===== src/rtl/bram_arbiter_if.sv =====
// Bundle of the fetch port, load/store port and BRAM pins around bram_arbiter.
// slave is the arbiter's view; master is the core/BRAM side.
interface bram_arbiter_if #(
    parameter int AW = 13,
    parameter int W  = 32
);
    logic          i_req;
    logic [AW-1:0] i_addr;
    logic [W-1:0]  i_rdata;
    logic          i_ack;

    logic          d_req;
    logic          d_we;
    logic [AW-1:0] d_addr;
    logic [W-1:0]  d_wdata;
    logic [3:0]    d_wmask;
    logic [W-1:0]  d_rdata;
    logic          d_ack;

    logic          m_rd_en;
    logic [AW-1:0] m_addr;
    logic [W-1:0]  m_rd_data;
    logic          m_rd_valid;
    logic          m_wr_en;
    logic [W-1:0]  m_wr_data;
    logic [3:0]    m_wr_mask;

    modport slave (
        input  i_req, i_addr, output i_rdata, i_ack,
        input  d_req, d_we, d_addr, d_wdata, d_wmask, output d_rdata, d_ack,
        output m_rd_en, m_addr, input m_rd_data, m_rd_valid,
        output m_wr_en, m_wr_data, m_wr_mask
    );

    modport master (
        output i_req, i_addr, input i_rdata, i_ack,
        output d_req, d_we, d_addr, d_wdata, d_wmask, input d_rdata, d_ack,
        input  m_rd_en, m_addr, output m_rd_data, m_rd_valid,
        input  m_wr_en, m_wr_data, m_wr_mask
    );
endinterface


===== src/rtl/bram_arbiter.sv =====
// Round-robin arbiter sharing one single-port BRAM between instruction fetch
// and load/store; one transaction in flight, all BRAM pins registered.
module bram_arbiter #(
    parameter int AW = 13,
    parameter int W  = 32
) (
    input  logic           clk,
    input  logic           rst,
    bram_arbiter_if.slave  bus
);
    localparam logic [1:0] IDLE = 2'd0;
    localparam logic [1:0] RD   = 2'd1;
    localparam logic [1:0] WAIT = 2'd2;
    localparam logic [1:0] WR   = 2'd3;

    logic [1:0]    state;
    logic          owner_d;   // 1: D port owns the current transaction
    logic          last_d;    // 1: D port won the most recent grant
    logic          sel_d;
    logic          any_req;
    logic [AW-1:0] sel_addr;
    logic [W-1:0]  rd_word;

    // On a tie the port that did not win last time goes next.
    assign any_req  = bus.i_req | bus.d_req;
    assign sel_d    = bus.d_req & (~bus.i_req | ~last_d);
    assign sel_addr = sel_d ? bus.d_addr : bus.i_addr;
    assign rd_word  = bus.m_rd_data;

    always_ff @(posedge clk or posedge rst) begin
        if (rst) begin
            state         <= IDLE;
            owner_d       <= 1'b0;
            last_d        <= 1'b1;
            bus.i_rdata   <= '0;
            bus.i_ack     <= 1'b0;
            bus.d_rdata   <= '0;
            bus.d_ack     <= 1'b0;
            bus.m_rd_en   <= 1'b0;
            bus.m_addr    <= '0;
            bus.m_wr_en   <= 1'b0;
            bus.m_wr_data <= '0;
            bus.m_wr_mask <= '0;
        end else begin
            bus.i_ack <= 1'b0;
            bus.d_ack <= 1'b0;
            case (state)
                IDLE: begin
                    if (any_req) begin
                        bus.m_addr <= sel_addr;
                        owner_d    <= sel_d;
                        last_d     <= sel_d;
                        if (sel_d && bus.d_we) begin
                            bus.m_wr_en   <= 1'b1;
                            bus.m_wr_data <= bus.d_wdata;
                            bus.m_wr_mask <= bus.d_wmask;
                            state         <= WR;
                        end else begin
                            bus.m_rd_en <= 1'b1;
                            state       <= RD;
                        end
                    end
                end
                RD: begin
                    bus.m_rd_en <= 1'b0;
                    state       <= WAIT;
                end
                WAIT: begin
                    // rd_valid is only honoured here; stray pulses elsewhere are dropped.
                    if (bus.m_rd_valid) begin
                        if (owner_d) begin
                            bus.d_rdata <= rd_word;
                            bus.d_ack   <= 1'b1;
                        end else begin
                            bus.i_rdata <= rd_word;
                            bus.i_ack   <= 1'b1;
                        end
                        state <= IDLE;
                    end
                end
                WR: begin
                    bus.m_wr_en   <= 1'b0;
                    bus.m_wr_mask <= '0;
                    bus.d_ack     <= 1'b1;
                    state         <= IDLE;
                end
                default: state <= IDLE;
            endcase
        end
    end
endmodule


===== src/flat_wrapper.sv =====
// flat-port wrapper written by rule: the top's interface ports become plain ports
module bram_arbiter_flat 
#(
    parameter int AW = 13,
    parameter int W  = 32
)
  (clk, rst, bus_i_req, bus_i_addr, bus_i_rdata, bus_i_ack, bus_d_req, bus_d_we, bus_d_addr, bus_d_wdata, bus_d_wmask, bus_d_rdata, bus_d_ack, bus_m_rd_en, bus_m_addr, bus_m_rd_data, bus_m_rd_valid, bus_m_wr_en, bus_m_wr_data, bus_m_wr_mask);
  bram_arbiter_if #(.AW(AW), .W(W)) bus_i ();
  input  logic clk;
  input  logic rst;
  input wire logic [$bits(bus_i.i_req)-1:0] bus_i_req;
  input wire logic [$bits(bus_i.i_addr)-1:0] bus_i_addr;
  output wire logic [$bits(bus_i.i_rdata)-1:0] bus_i_rdata;
  output wire logic [$bits(bus_i.i_ack)-1:0] bus_i_ack;
  input wire logic [$bits(bus_i.d_req)-1:0] bus_d_req;
  input wire logic [$bits(bus_i.d_we)-1:0] bus_d_we;
  input wire logic [$bits(bus_i.d_addr)-1:0] bus_d_addr;
  input wire logic [$bits(bus_i.d_wdata)-1:0] bus_d_wdata;
  input wire logic [$bits(bus_i.d_wmask)-1:0] bus_d_wmask;
  output wire logic [$bits(bus_i.d_rdata)-1:0] bus_d_rdata;
  output wire logic [$bits(bus_i.d_ack)-1:0] bus_d_ack;
  output wire logic [$bits(bus_i.m_rd_en)-1:0] bus_m_rd_en;
  output wire logic [$bits(bus_i.m_addr)-1:0] bus_m_addr;
  input wire logic [$bits(bus_i.m_rd_data)-1:0] bus_m_rd_data;
  input wire logic [$bits(bus_i.m_rd_valid)-1:0] bus_m_rd_valid;
  output wire logic [$bits(bus_i.m_wr_en)-1:0] bus_m_wr_en;
  output wire logic [$bits(bus_i.m_wr_data)-1:0] bus_m_wr_data;
  output wire logic [$bits(bus_i.m_wr_mask)-1:0] bus_m_wr_mask;
  assign bus_i.i_req = bus_i_req;
  assign bus_i.i_addr = bus_i_addr;
  assign bus_i_rdata = bus_i.i_rdata;
  assign bus_i_ack = bus_i.i_ack;
  assign bus_i.d_req = bus_d_req;
  assign bus_i.d_we = bus_d_we;
  assign bus_i.d_addr = bus_d_addr;
  assign bus_i.d_wdata = bus_d_wdata;
  assign bus_i.d_wmask = bus_d_wmask;
  assign bus_d_rdata = bus_i.d_rdata;
  assign bus_d_ack = bus_i.d_ack;
  assign bus_m_rd_en = bus_i.m_rd_en;
  assign bus_m_addr = bus_i.m_addr;
  assign bus_i.m_rd_data = bus_m_rd_data;
  assign bus_i.m_rd_valid = bus_m_rd_valid;
  assign bus_m_wr_en = bus_i.m_wr_en;
  assign bus_m_wr_data = bus_i.m_wr_data;
  assign bus_m_wr_mask = bus_i.m_wr_mask;
  bram_arbiter #(.AW(AW), .W(W)) u_core (.clk(clk), .rst(rst), .bus(bus_i));
endmodule

===== config.mk =====
export PLATFORM = sky130hd
export DESIGN_NAME = bram_arbiter_flat
export DESIGN_NICKNAME = d
export VERILOG_FILES = /design/src/rtl/bram_arbiter_if.sv /design/src/rtl/bram_arbiter.sv /design/src/flat_wrapper.sv
export SDC_FILE = /design/constraint.sdc
export NUM_CORES = 1
export LEC_CHECK = 0
export CAP_MARGIN = 20
export CORE_MARGIN = 1
export CORE_UTILIZATION = 55
export CTS_BUF_LIST = sky130_fd_sc_hd__clkbuf_8 sky130_fd_sc_hd__clkbuf_16
export CTS_CLUSTER_DIAMETER = 150
export DETAILED_ROUTE_END_ITERATION = 8
export DONT_BUFFER_PORTS = 1
export PLACE_DENSITY_LB_ADDON = 0.2
export SKIP_LAST_GASP = 1
export SLEW_MARGIN = 20
export SYNTH_ARGS = -nofsm -noshare
export SYNTH_HDL_FRONTEND = slang
export SYNTH_SLANG_ARGS = --single-unit

===== constraint.sdc =====
create_clock -name clk -period 5.6 [get_ports clk]
set_clock_uncertainty 0.2 [all_clocks]
set_input_delay 1.12 -clock clk [delete_from_list [all_inputs] [get_ports clk]]
set_output_delay 1.12 -clock clk [all_outputs]
set_load 0.05 [all_outputs]

After elaboration in Yosys (flattened, before gate mapping)
Cells that the tools add are included.

ROM bits: 0. Output and inout bits: 117. RAM bits: 0. Bits of input ports: 100. Memories kept: 0. Logic and storage cells: 56. Bits in registers: 121. Bits in latches: 0.

Divide/modulo/power cells: 0. Bitwise gates (word level): 6. Shift operators: 0. Reductions and logical operators: 11. $mul: 0. $lt $le $gt $ge: 0. Equality and inequality tests: 7. Add/subtract/negate cells: 0. Mux-type cells: 20.

Operators by type and width (number): $reduce_and A3 Y1 (5); $mux W13 (1); $mux W1 (9); $mux W4 (2); $pmux W2 S4 (1); $pmux W4 S2 (1); $mux W2 (3); $pmux W1 S2 (3); $eq A2 B2 Y1 const B (2); $ne A2 B1 Y1 const B (2); $ne A2 B2 Y1 const B (2); $reduce_and A2 Y1 (2); $reduce_bool A2 Y1 (2); $not A1 Y1 (3); $eq A2 B1 Y1 const B (1); $logic_not A2 Y1 (1); $or A1 B1 Y1 (2); $and A1 B1 Y1 (1); $logic_and A1 B1 Y1 (1).

Depth between registers and ports, before layout
Gate-level depths: netlist of run 1.

Depth in word-level cells: 7. Depth in mapped cells: 6. Gate-level depth less buffers: 4.

Worst setup path before layout of run 1
OpenSTA, ideal clock, no wires.

Path kind: input to register. Start point: input port bus_d_we. End point: register u_core.bus.m_wr_data[10]. Library setup time: 125 ps. Slack: 3324 ps. Buffers on the path: 2. Required time: 5275 ps. Cell stages on the path: 5. Data arrival time: 1950 ps. Cells stage by stage: nor3b_2 nand2_1 buf_6 buf_6 mux2_4.

Longest elaborated chain between the ends: 2.

RTL lines: from (decl) (line flat_wrapper.sv:16) `input wire logic [$bits(bus_i.d_we)-1:0] bus_d_we;`; $logic_and A1 B1 Y1 (line bram_arbiter.sv:53) `if (sel_d && bus.d_we) begin`; $reduce_and A3 Y1 (no line); to (signal assigned) (line bram_arbiter.sv:55) `bus.m_wr_data <= bus.d_wdata;`; to (decl) (line bram_arbiter_if.sv:32) `output m_wr_en, m_wr_data, m_wr_mask`.

Every way passes these cells. A chain may end at the register's enable or synchronous reset.

Worst setup path after layout of run 1
Start point: register u_core.bus.m_rd_en. End point: output port bus_m_rd_en.

RTL lines: from (decl) (line bram_arbiter_if.sv:31) `output m_rd_en, m_addr, input m_rd_data, m_rd_valid,`; from (signal assigned) (line bram_arbiter.sv:39) `bus.m_rd_en <= 1'b0;`; from (signal assigned) (line bram_arbiter.sv:59) `bus.m_rd_en <= 1'b1;`; from (signal assigned) (line bram_arbiter.sv:65) `bus.m_rd_en <= 1'b0;`; to (decl) (line flat_wrapper.sv:22) `output wire logic [$bits(bus_i.m_rd_en)-1:0] bus_m_rd_en;`.

No word-level cell between the ends.

==> out/qor.csv, run 1 <==
stage,metric,value,unit
run_status,outcome,completed,
global_routing,GR Overflow Total,0,
floorplanning,Die H,96.3,microns
synthesis,#FFs+latches synth,121,
routing,drt pass-1 iters,4,
routing,Vias,2529,
clocking,H-tree Lvls,4,
synthesis,largest area contributor in the netlist,dfrtp_1,
synthesis,share of the synthesized area in the top cell type,0.614,
final_layout,Area Overhead vs Synth,12.2,%
setup_path,worst path arrival time,1.16,ns
synthesis,Post-Syn Nets,408,
clocking,post-CTS setup buffer count,0,
synthesis,Post-synth EDFFs,0,
sta,Setup-failing EPs final,0,
global_routing,antenna violations before repair,0,
synthesis,Post-synth top cells,"120 x dfrtp_1, 53 x mux2_2, 43 x mux2_4",
setup_path,register-to-register setup slack,3.37,ns
final_layout,share of cells above drive strength 1,0.428,
setup_path,R2R Path End,u_core.bus.m_wr_data[0]$_DFFE_PP0P_,
sta,clock period minus worst slack,2.48,ns
routing,"antenna viol nets, final",0,
synthesis,synthesized instance count,308,
synthesis,Yosys Warn Count,0,
routing,vias per cell,5.81,
clocking,# hold bufs at CTS,0,
synthesis,"Distinct cells, synth",25,
setup_path,Critical Path End,bus_m_rd_en,
setup_path,crit path launch type,register,
placement,port bufs,0,
sta,worst hold slack,0.346,ns
sta,final-report hold violation count,0,
clocking,Worst-path clk slew,0.05,ns
setup_path,CP Depth,0,
sta,Slew Limit Fails,0,
sta,f_max,404,MHz
sta,setup TNS,0,ns
routing,starting DRC count in detailed routing,114,
floorplanning,Core Region,8680,sq um
floorplanning,die area,9270,sq um
synthesis,"count leader, synth",dfrtp_1,
final_layout,fill count,644,
synthesis,syn avg cell area,15.9,sq um
final_layout,Antenna diodes,0,
global_routing,number of global-route vias before repair,2480,
clocking,clk buf depth,2,
synthesis,"FFs w/ async S/R, synth",1.00,
setup_path,Worst R2R Start,u_core.state[1]$_DFFE_PP0P_,
final_layout,fin nets,414,
clocking,CTS root buf,clkbuf_8,
placement,Worst Setup Slack post-DPL,2.78,ns
placement,DP HPWL,6.31,mm
sta,Slew @ Worst Pin,1.02,ns
job,max-cap violations,0,
clocking,Sink Count,121,
placement,RD Place Congestion,0.765,
setup_path,required time worst endpoint,4.28,ns
setup_path,Setup crit start,u_core.bus.m_rd_en$_DFFE_PP0P_,
hold_path,HP Class,register to register,
setup_path,Setup CP Type,register to primary output,
routing,Routed WL per cell,21.2,microns
routing,final wirelength,9.21,mm
floorplanning,initial core utilization,0.563,
floorplanning,io pins,217,
floorplanning,Rows,34,
clocking,clk_lat worst skew,0.49,ns
sta,max_slew headroom,0.319,
floorplanning,die span in x,96.3,microns
global_routing,global-route wire length before repair,13.1,mm
setup_path,R2R depth,3,
setup_path,Crit. End Element,primary output,
clocking,Num CTS Buffers,17,
synthesis,Area contributors post-synth,"dfrtp_1 61%, mux2_4 13%, mux2_2 12%, mux2i_1 3.5%, o21ai_0 2.8%",
sta,RSZ-0062 raised after global routing,no,
clocking,post_cts resized,0,
synthesis,predominant post-synthesis flop cell,dfrtp_1,
setup_path,crit path max fanout,2,
global_routing,largest net degree at the start of global routing,70,
clocking,TritonCTS clock tree,yes,
routing,# DRC,0,
global_routing,Total GRT Usage,0.195,
sta,setup ws final,3.12,ns
synthesis,register area share after synthesis,0.620,
sta,final period utilization,0.442,
synthesis,Syn Std Cell Area,4890,sq um
-- layout by cell type (no fill, tap or decap) --
master / count
inv_4: 1
nand2b_1: 1
a21oi_1: 3
mux2_4: 43
clkinv_2: 6
a22o_1: 2
nor2_1: 2
a21boi_2: 1
or2_2: 1
mux2_2: 53
and4bb_2: 1
clkinvlp_4: 3
mux2i_1: 17
nand2_2: 1
dfrtp_1: 120
nand3_1: 1
o21ai_0: 27
buf_4: 4
nand4b_2: 1
clkinv_4: 2
a31oi_1: 1
bufinv_16: 2
nor3b_2: 1
inv_1: 7
a21bo_2: 1
clkbuf_8: 1
or3b_2: 1
clkbuf_16: 16
nand2_1: 6
dfstp_2: 1
-- layout make-up --
cell class	instances	area (sq um)	share of cell area
Tap cell	108	135	0.0247
Inverter	6	25.0	0.00457
Multi-Input combinational cell	164	1710	0.312
Timing Repair Buffer	4	30.0	0.00548
Clock inverter	15	138	0.0251
Sequential cell	121	3030	0.553
Clock buffer	17	414	0.0756
-- kinds of logic after synthesis --
group | after synthesis | synth area share
AOI/OAI and AO/OA | 35 | 0.0399
buffers and inverters | 23 | 0.0307
DFF | 121 | 0.620
and+or+nand+nor | 16 | 0.0205
muxes | 113 | 0.289
-- how the worst min path moves through the flow --
stage | to | from | depth (start not counted) | slack (ns)
after detailed placement | u_core.last_d$_DFFE_PP1P_ | u_core.last_d$_DFFE_PP1P_ | 2 | 0.34
final | u_core.last_d$_DFFE_PP1P_ | u_core.last_d$_DFFE_PP1P_ | 2 | 0.35
after global routing | u_core.last_d$_DFFE_PP1P_ | u_core.last_d$_DFFE_PP1P_ | 2 | 0.38
after global placement | u_core.last_d$_DFFE_PP1P_ | u_core.last_d$_DFFE_PP1P_ | 2 | 0.34
after CTS | u_core.last_d$_DFFE_PP1P_ | u_core.last_d$_DFFE_PP1P_ | 2 | 0.35
after floorplan | u_core.owner_d$_DFFE_PP0P_ | u_core.owner_d$_DFFE_PP0P_ | 1 | 0.30
-- metal layers --
metal	wire length, microns	vias to the layer above	GRT usage
li1	-	1098	-
met1	3640	1280	0.237
met3	1120	6	0.108
met5	0	-	0
met4	70	0	0.0672
met2	4370	145	0.293
-- per-stage QoR --
stage / util / cells / instance area, sq um
floorplan: - / 308 / 4890
global placement: 0.568 / 403 / 4930
detailed placement: 0.568 / 403 / 4930
CTS: 0.632 / 435 / 5480
global route: 0.632 / 435 / 5480
finish: 0.632 / 435 / 5480
-- state kept, by name (all words and copies together) (netlist names) --
| signal | count |
|---|---|
| u_core.bus.m_wr_data | 32 |
| u_core.bus.m_rd_en | 1 |
| u_core.bus.m_addr | 13 |
| u_core.bus.i_ack | 1 |
| u_core.bus.d_ack | 1 |
| u_core.bus.m_wr_en | 1 |
| u_core.owner_d | 1 |
| u_core.bus.m_wr_mask | 4 |
| u_core.state | 2 |
| u_core.bus.d_rdata | 32 |
| u_core.bus.i_rdata | 32 |
| u_core.last_d | 1 |
Power of run 1 is not shown: default switching activity piles up to over one toggle a cycle in this logic, so the estimate is an artifact.
==> run 2, diff against run 1 <==
==> constraint.sdc (replaced) <==
create_clock -name clk -period 2.6 [get_ports clk]
set_clock_uncertainty 0.2 [all_clocks]
set_input_delay 0.52 -clock clk [delete_from_list [all_inputs] [get_ports clk]]
set_output_delay 0.52 -clock clk [all_outputs]
set_load 0.05 [all_outputs]
==> out/qor.csv, run 2 (synthesized netlist as in run 1, its figures left out) <==
stage,metric,value,unit
final_layout,Area Overhead vs Synth,27.9,%
final_layout,share of cells above drive strength 1,0.354,
global_routing,number of global-route vias before repair,2966,
clocking,CTS root buf,clkbuf_8,
clocking,# hold bufs at CTS,71,
final_layout,"leading cell types in the layout, fill and taps excluded","120 x dfrtp_1, 71 x dlygate4sd3_1, 53 x mux2_2",
sta,final period utilization,0.719,
routing,vias per cell,5.57,
floorplanning,Die H,96.3,microns
hold_path,HP Class,primary input to register,
clocking,Num CTS Buffers,17,
clocking,Worst-path clk slew,0.06,ns
sta,f_max,535,MHz
global_routing,largest net degree at the start of global routing,122,
global_routing,Total GRT Usage,0.226,
floorplanning,Core Region,8680,sq um
setup_path,worst path arrival time,1.15,ns
run_status,outcome,completed,
clocking,post_cts resized,0,
sta,final-report hold violation count,0,
floorplanning,die area,9270,sq um
sta,max_slew headroom,0.536,
setup_path,crit path max fanout,2,
routing,Routed WL per cell,20.3,microns
sta,RSZ-0062 raised after global routing,no,
routing,starting DRC count in detailed routing,61,
setup_path,required time worst endpoint,1.88,ns
placement,DP HPWL,6.31,mm
sta,clock period minus worst slack,1.87,ns
job,max-cap violations,0,
sta,Setup-failing EPs final,0,
setup_path,crit path launch type,register,
floorplanning,Rows,34,
final_layout,fin nets,486,
floorplanning,die span in x,96.3,microns
routing,Vias,2806,
sta,setup TNS,0,ns
clocking,H-tree Lvls,4,
clocking,TritonCTS clock tree,yes,
global_routing,global-route wire length before repair,15.4,mm
sta,Slew @ Worst Pin,0.693,ns
clocking,post-CTS setup buffer count,0,
placement,port bufs,0,
final_layout,biggest regs,"u_core.bus.d_rdata: 32 flops, u_core.bus.i_rdata: 32 flops, u_core.bus.m_wr_data: 32 flops",
floorplanning,io pins,217,
routing,"antenna viol nets, final",0,
sta,Slew Limit Fails,0,
setup_path,Setup CP Type,register to primary output,
clocking,Sink Count,121,
clocking,clk buf depth,2,
routing,# DRC,0,
final_layout,final core occ,0.720,
setup_path,Crit. End Element,primary output,
final_layout,Antenna diodes,0,
final_layout,"most common cell after layout, fill and taps aside",dfrtp_1,
floorplanning,initial core utilization,0.563,
global_routing,GR Overflow Total,0,
placement,RD Place Congestion,0.695,
clocking,clk_lat worst skew,0.48,ns
routing,drt pass-1 iters,4,
global_routing,antenna violations before repair,0,
routing,final wirelength,10.2,mm
-- run 2: cell types whose count changed in the layout (fill, tap and decap cells not counted) --
cell,change
buf_12,+3
buf_4,-2
clkbuf_8,+4
clkinv_2,-2
clkinv_4,-1
clkinvlp_4,-1
dlygate4sd3_1,+71
inv_1,-2
inv_4,-1
-- run 2: routing by layer --
layer	GRT usage	part of all wire	vias to the layer above
met2	0.376	0.52	133
met1	0.265	0.38	1423
li1	-	-	1238
met4	0.0871	0.013	0
met3	0.0869	0.089	12
met5	0	0	-
-- run 2: layout make-up --
class	count	area (sq um)
sequential	121	3030
inverter	6	26.3
fill	565	2430
timing repair buffer	76	786
clock buffer	21	469
tap	108	135
multi-input combinational	164	1710
clock inverter	8	96.3
-- run 2: metrics by stage --
| step | std cells | hold WS (ns) | setup WS [ns] | area [sq um] |
|---|---|---|---|---|
| floorplan | 308 | 0.300 | 0.397 | 4890 |
| global placement | 404 | 0.330 | 0.856 | 4980 |
| detailed placement | 404 | 0.338 | 0.807 | 4980 |
| CTS | 504 | 0.00914 | 0.704 | 6250 |
| global route | 504 | 0.0285 | 0.636 | 6250 |
| finish | 504 | 0.0320 | 0.731 | 6250 |
-- run 2: worst paths after layout --
path	startpoint	end	slack [ns]	depth (start not counted)
worst max-delay path	u_core.bus.m_wr_mask[3]$_DFFE_PP0P_	bus_m_wr_mask[3]	0.73	0
worst min-delay path	bus_d_addr[9]	u_core.bus.m_addr[9]$_DFFE_PP0P_	0.03	2
worst max register to register	u_core.state[0]$_DFFE_PP0P_	u_core.last_d$_DFFE_PP1P_	0.79	4
worst min register to register	u_core.owner_d$_DFFE_PP0P_	u_core.owner_d$_DFFE_PP0P_	0.35	1
max in group asynchronous	rst	u_core.bus.m_wr_data[27]$_DFFE_PP0P_	1.20	3
min in group asynchronous	rst	u_core.bus.m_wr_data[8]$_DFFE_PP0P_	0.48	3
Power of run 2 is left out for the same reason.
==> run 3, diff against run 2 <==
==> constraint.sdc (replaced) <==
create_clock -name clk -period 1.6 [get_ports clk]
set_clock_uncertainty 0.2 [all_clocks]
set_input_delay 0.32 -clock clk [delete_from_list [all_inputs] [get_ports clk]]
set_output_delay 0.32 -clock clk [all_outputs]
set_load 0.05 [all_outputs]
==> out/qor.csv, run 3 (synthesized netlist as in run 1, its figures left out) <==
stage,metric,value,unit
sta,final-report hold violation count,0,
routing,"antenna viol nets, final",0,
run_status,outcome,finished with violations,
run_status,failing checks,setup timing,
placement,RD Place Congestion,0.704,
sta,Setup-failing EPs final,83,
routing,vias per cell,5.62,
global_routing,antenna violations before repair,0,
sta,f_max,597,MHz
floorplanning,Core Region,8680,sq um
hold_path,HP Class,primary input to register,
final_layout,biggest regs,"u_core.bus.d_rdata: 32 flops, u_core.bus.i_rdata: 32 flops, u_core.bus.m_wr_data: 32 flops",
placement,port bufs,0,
clocking,clk buf depth,2,
setup_path,crit path launch type,register,
sta,final period utilization,1.05,
setup_path,CP peak stage delay,0.45,ns
sta,Slew Limit Fails,0,
final_layout,design area,7160,sq um
clocking,Sink Count,121,
final_layout,share of cells above drive strength 1,0.641,
sta,max_slew headroom,0.390,
routing,# DRC,0,
routing,drt pass-1 iters,5,
floorplanning,io pins,217,
global_routing,GR Overflow Total,0,
final_layout,"most common cell after layout, fill and taps aside",dfrtp_2,
floorplanning,Die H,96.3,microns
setup_path,crit path max fanout,8,
placement,DP HPWL,6.65,mm
clocking,clk_lat worst skew,0.50,ns
floorplanning,initial core utilization,0.563,
floorplanning,die area,9270,sq um
hold_path,hold path depth,3,
setup_path,Setup CP Type,register to register,
clocking,Worst-path clk slew,0.06,ns
placement,placed inst area,5180,sq um
setup_path,R2R depth,4,
global_routing,global-route wire length before repair,17.8,mm
global_routing,Total GRT Usage,0.263,
sta,Slew @ Worst Pin,0.911,ns
final_layout,"leading cell types in the layout, fill and taps excluded","118 x dfrtp_2, 99 x dlygate4sd3_1, 53 x mux2_2",
routing,starting DRC count in detailed routing,65,
sta,clock period minus worst slack,1.68,ns
job,max-cap violations,0,
routing,Vias,3159,
global_routing,largest net degree at the start of global routing,52,
setup_path,worst path arrival time,1.85,ns
sta,RSZ-0062 raised after global routing,yes,
setup_path,CP cell instances,buf_4 -> nand4b_4 -> clkbuf_16 -> mux2_2,
final_layout,fill count,447,
clocking,Num CTS Buffers,17,
setup_path,CP max-delay cell,dfrtp_2,
global_routing,number of global-route vias before repair,3361,
final_layout,fin nets,541,
sta,setup ws final,-0.0750,ns
final_layout,Antenna diodes,0,
clocking,TritonCTS clock tree,yes,
sta,setup TNS,-2.93,ns
routing,Routed WL per cell,22.5,microns
setup_path,Crit. End Element,register,
routing,final wirelength,12.6,mm
clocking,CTS root buf,clkbuf_8,
clocking,H-tree Lvls,4,
final_layout,Area Overhead vs Synth,46.5,%
floorplanning,Rows,34,
floorplanning,die span in x,96.3,microns
setup_path,required time worst endpoint,1.77,ns
==> run 3: changes by cell type in the layout (fill, tap and decap cells not counted), moves of 4 or more <==
cell and delta:
buf_6 +4, clkinvlp_4 +4, buf_12 +7, dfrtp_1 -118, clkbuf_16 +4, buf_4 +9
dfrtp_2 +118, o21ai_0 -23, o21ai_1 +20, dlygate4sd3_1 +28
==> run 3: path summary, 6_finish.rpt <==
path,slack [ns],from,end
max,-0.08,u_core.state[1]$_DFFE_PP0P_,u_core.bus.d_rdata[29]$_DFFE_PP0P_
min,0.06,bus_i_req,u_core.bus.m_addr[7]$_DFFE_PP0P_
max reg2reg,-0.08,u_core.state[1]$_DFFE_PP0P_,u_core.bus.d_rdata[29]$_DFFE_PP0P_
min reg2reg,0.35,u_core.last_d$_DFFE_PP1P_,u_core.last_d$_DFFE_PP1P_
max in group asynchronous,0.51,rst,u_core.bus.d_rdata[30]$_DFFE_PP0P_
min in group asynchronous,0.09,rst,u_core.bus.m_wr_data[8]$_DFFE_PP0P_
==> run 3: metrics by stage <==
| stage | util | hold WS, ns | instances | setup WS [ns] |
|---|---|---|---|---|
| final | 0.825 | 0.0577 | 562 | -0.0750 |
| after global routing | 0.825 | 0.0741 | 562 | -0.124 |
| after CTS | 0.807 | -0.209 | 553 | -0.0953 |
| after detailed placement | 0.597 | -0.00337 | 420 | -0.0988 |
| after global placement | 0.597 | -0.00727 | 420 | -0.0627 |
| after floorplan | - | 0.183 | 308 | -0.403 |
==> run 3: per-layer routing <==
| metal | vias to the layer above | part of all wire | track usage |
|---|---|---|---|
| li1 | 1365 | - | - |
| met1 | 1633 | 0.37 | 0.299 |
| met2 | 149 | 0.53 | 0.448 |
| met3 | 12 | 0.080 | 0.103 |
| met4 | 0 | 0.011 | 0.0933 |
| met5 | - | 0 | 0 |
==> run 3: worst max-delay path: cells and delay by family, from the launching register on <==
family / cells / cell delay [ns]
simple gates: 1 / 0.18
flops: 1 / 0.45
mux: 1 / 0.35
buf+inv: 2 / 0.37
==> run 3: cell type report <==
type | instances | area [sq um] | area share
Clock inverter | 14 | 173 | 0.0241
Clock buffer | 18 | 428 | 0.0597
Inverter | 6 | 26.3 | 0.00367
Sequential cell | 121 | 3180 | 0.444
Multi-Input combinational cell | 165 | 1750 | 0.244
Timing Repair Buffer | 130 | 1470 | 0.206
Tap cell | 108 | 135 | 0.0189
==> run 3: what timing repair did <==
item | 4_1_cts | 5_1_grt
endpoints found under the hold margin | 241 | 1
gates resized for setup | 118 | 36
endpoints found under the setup margin | 169 | 102
cloned | 2 | 5
setup buffers | 1 | 3
pin swaps | 0 | 3
hold buffers | 98 | 1
Power of run 3 is left out for the same reason.
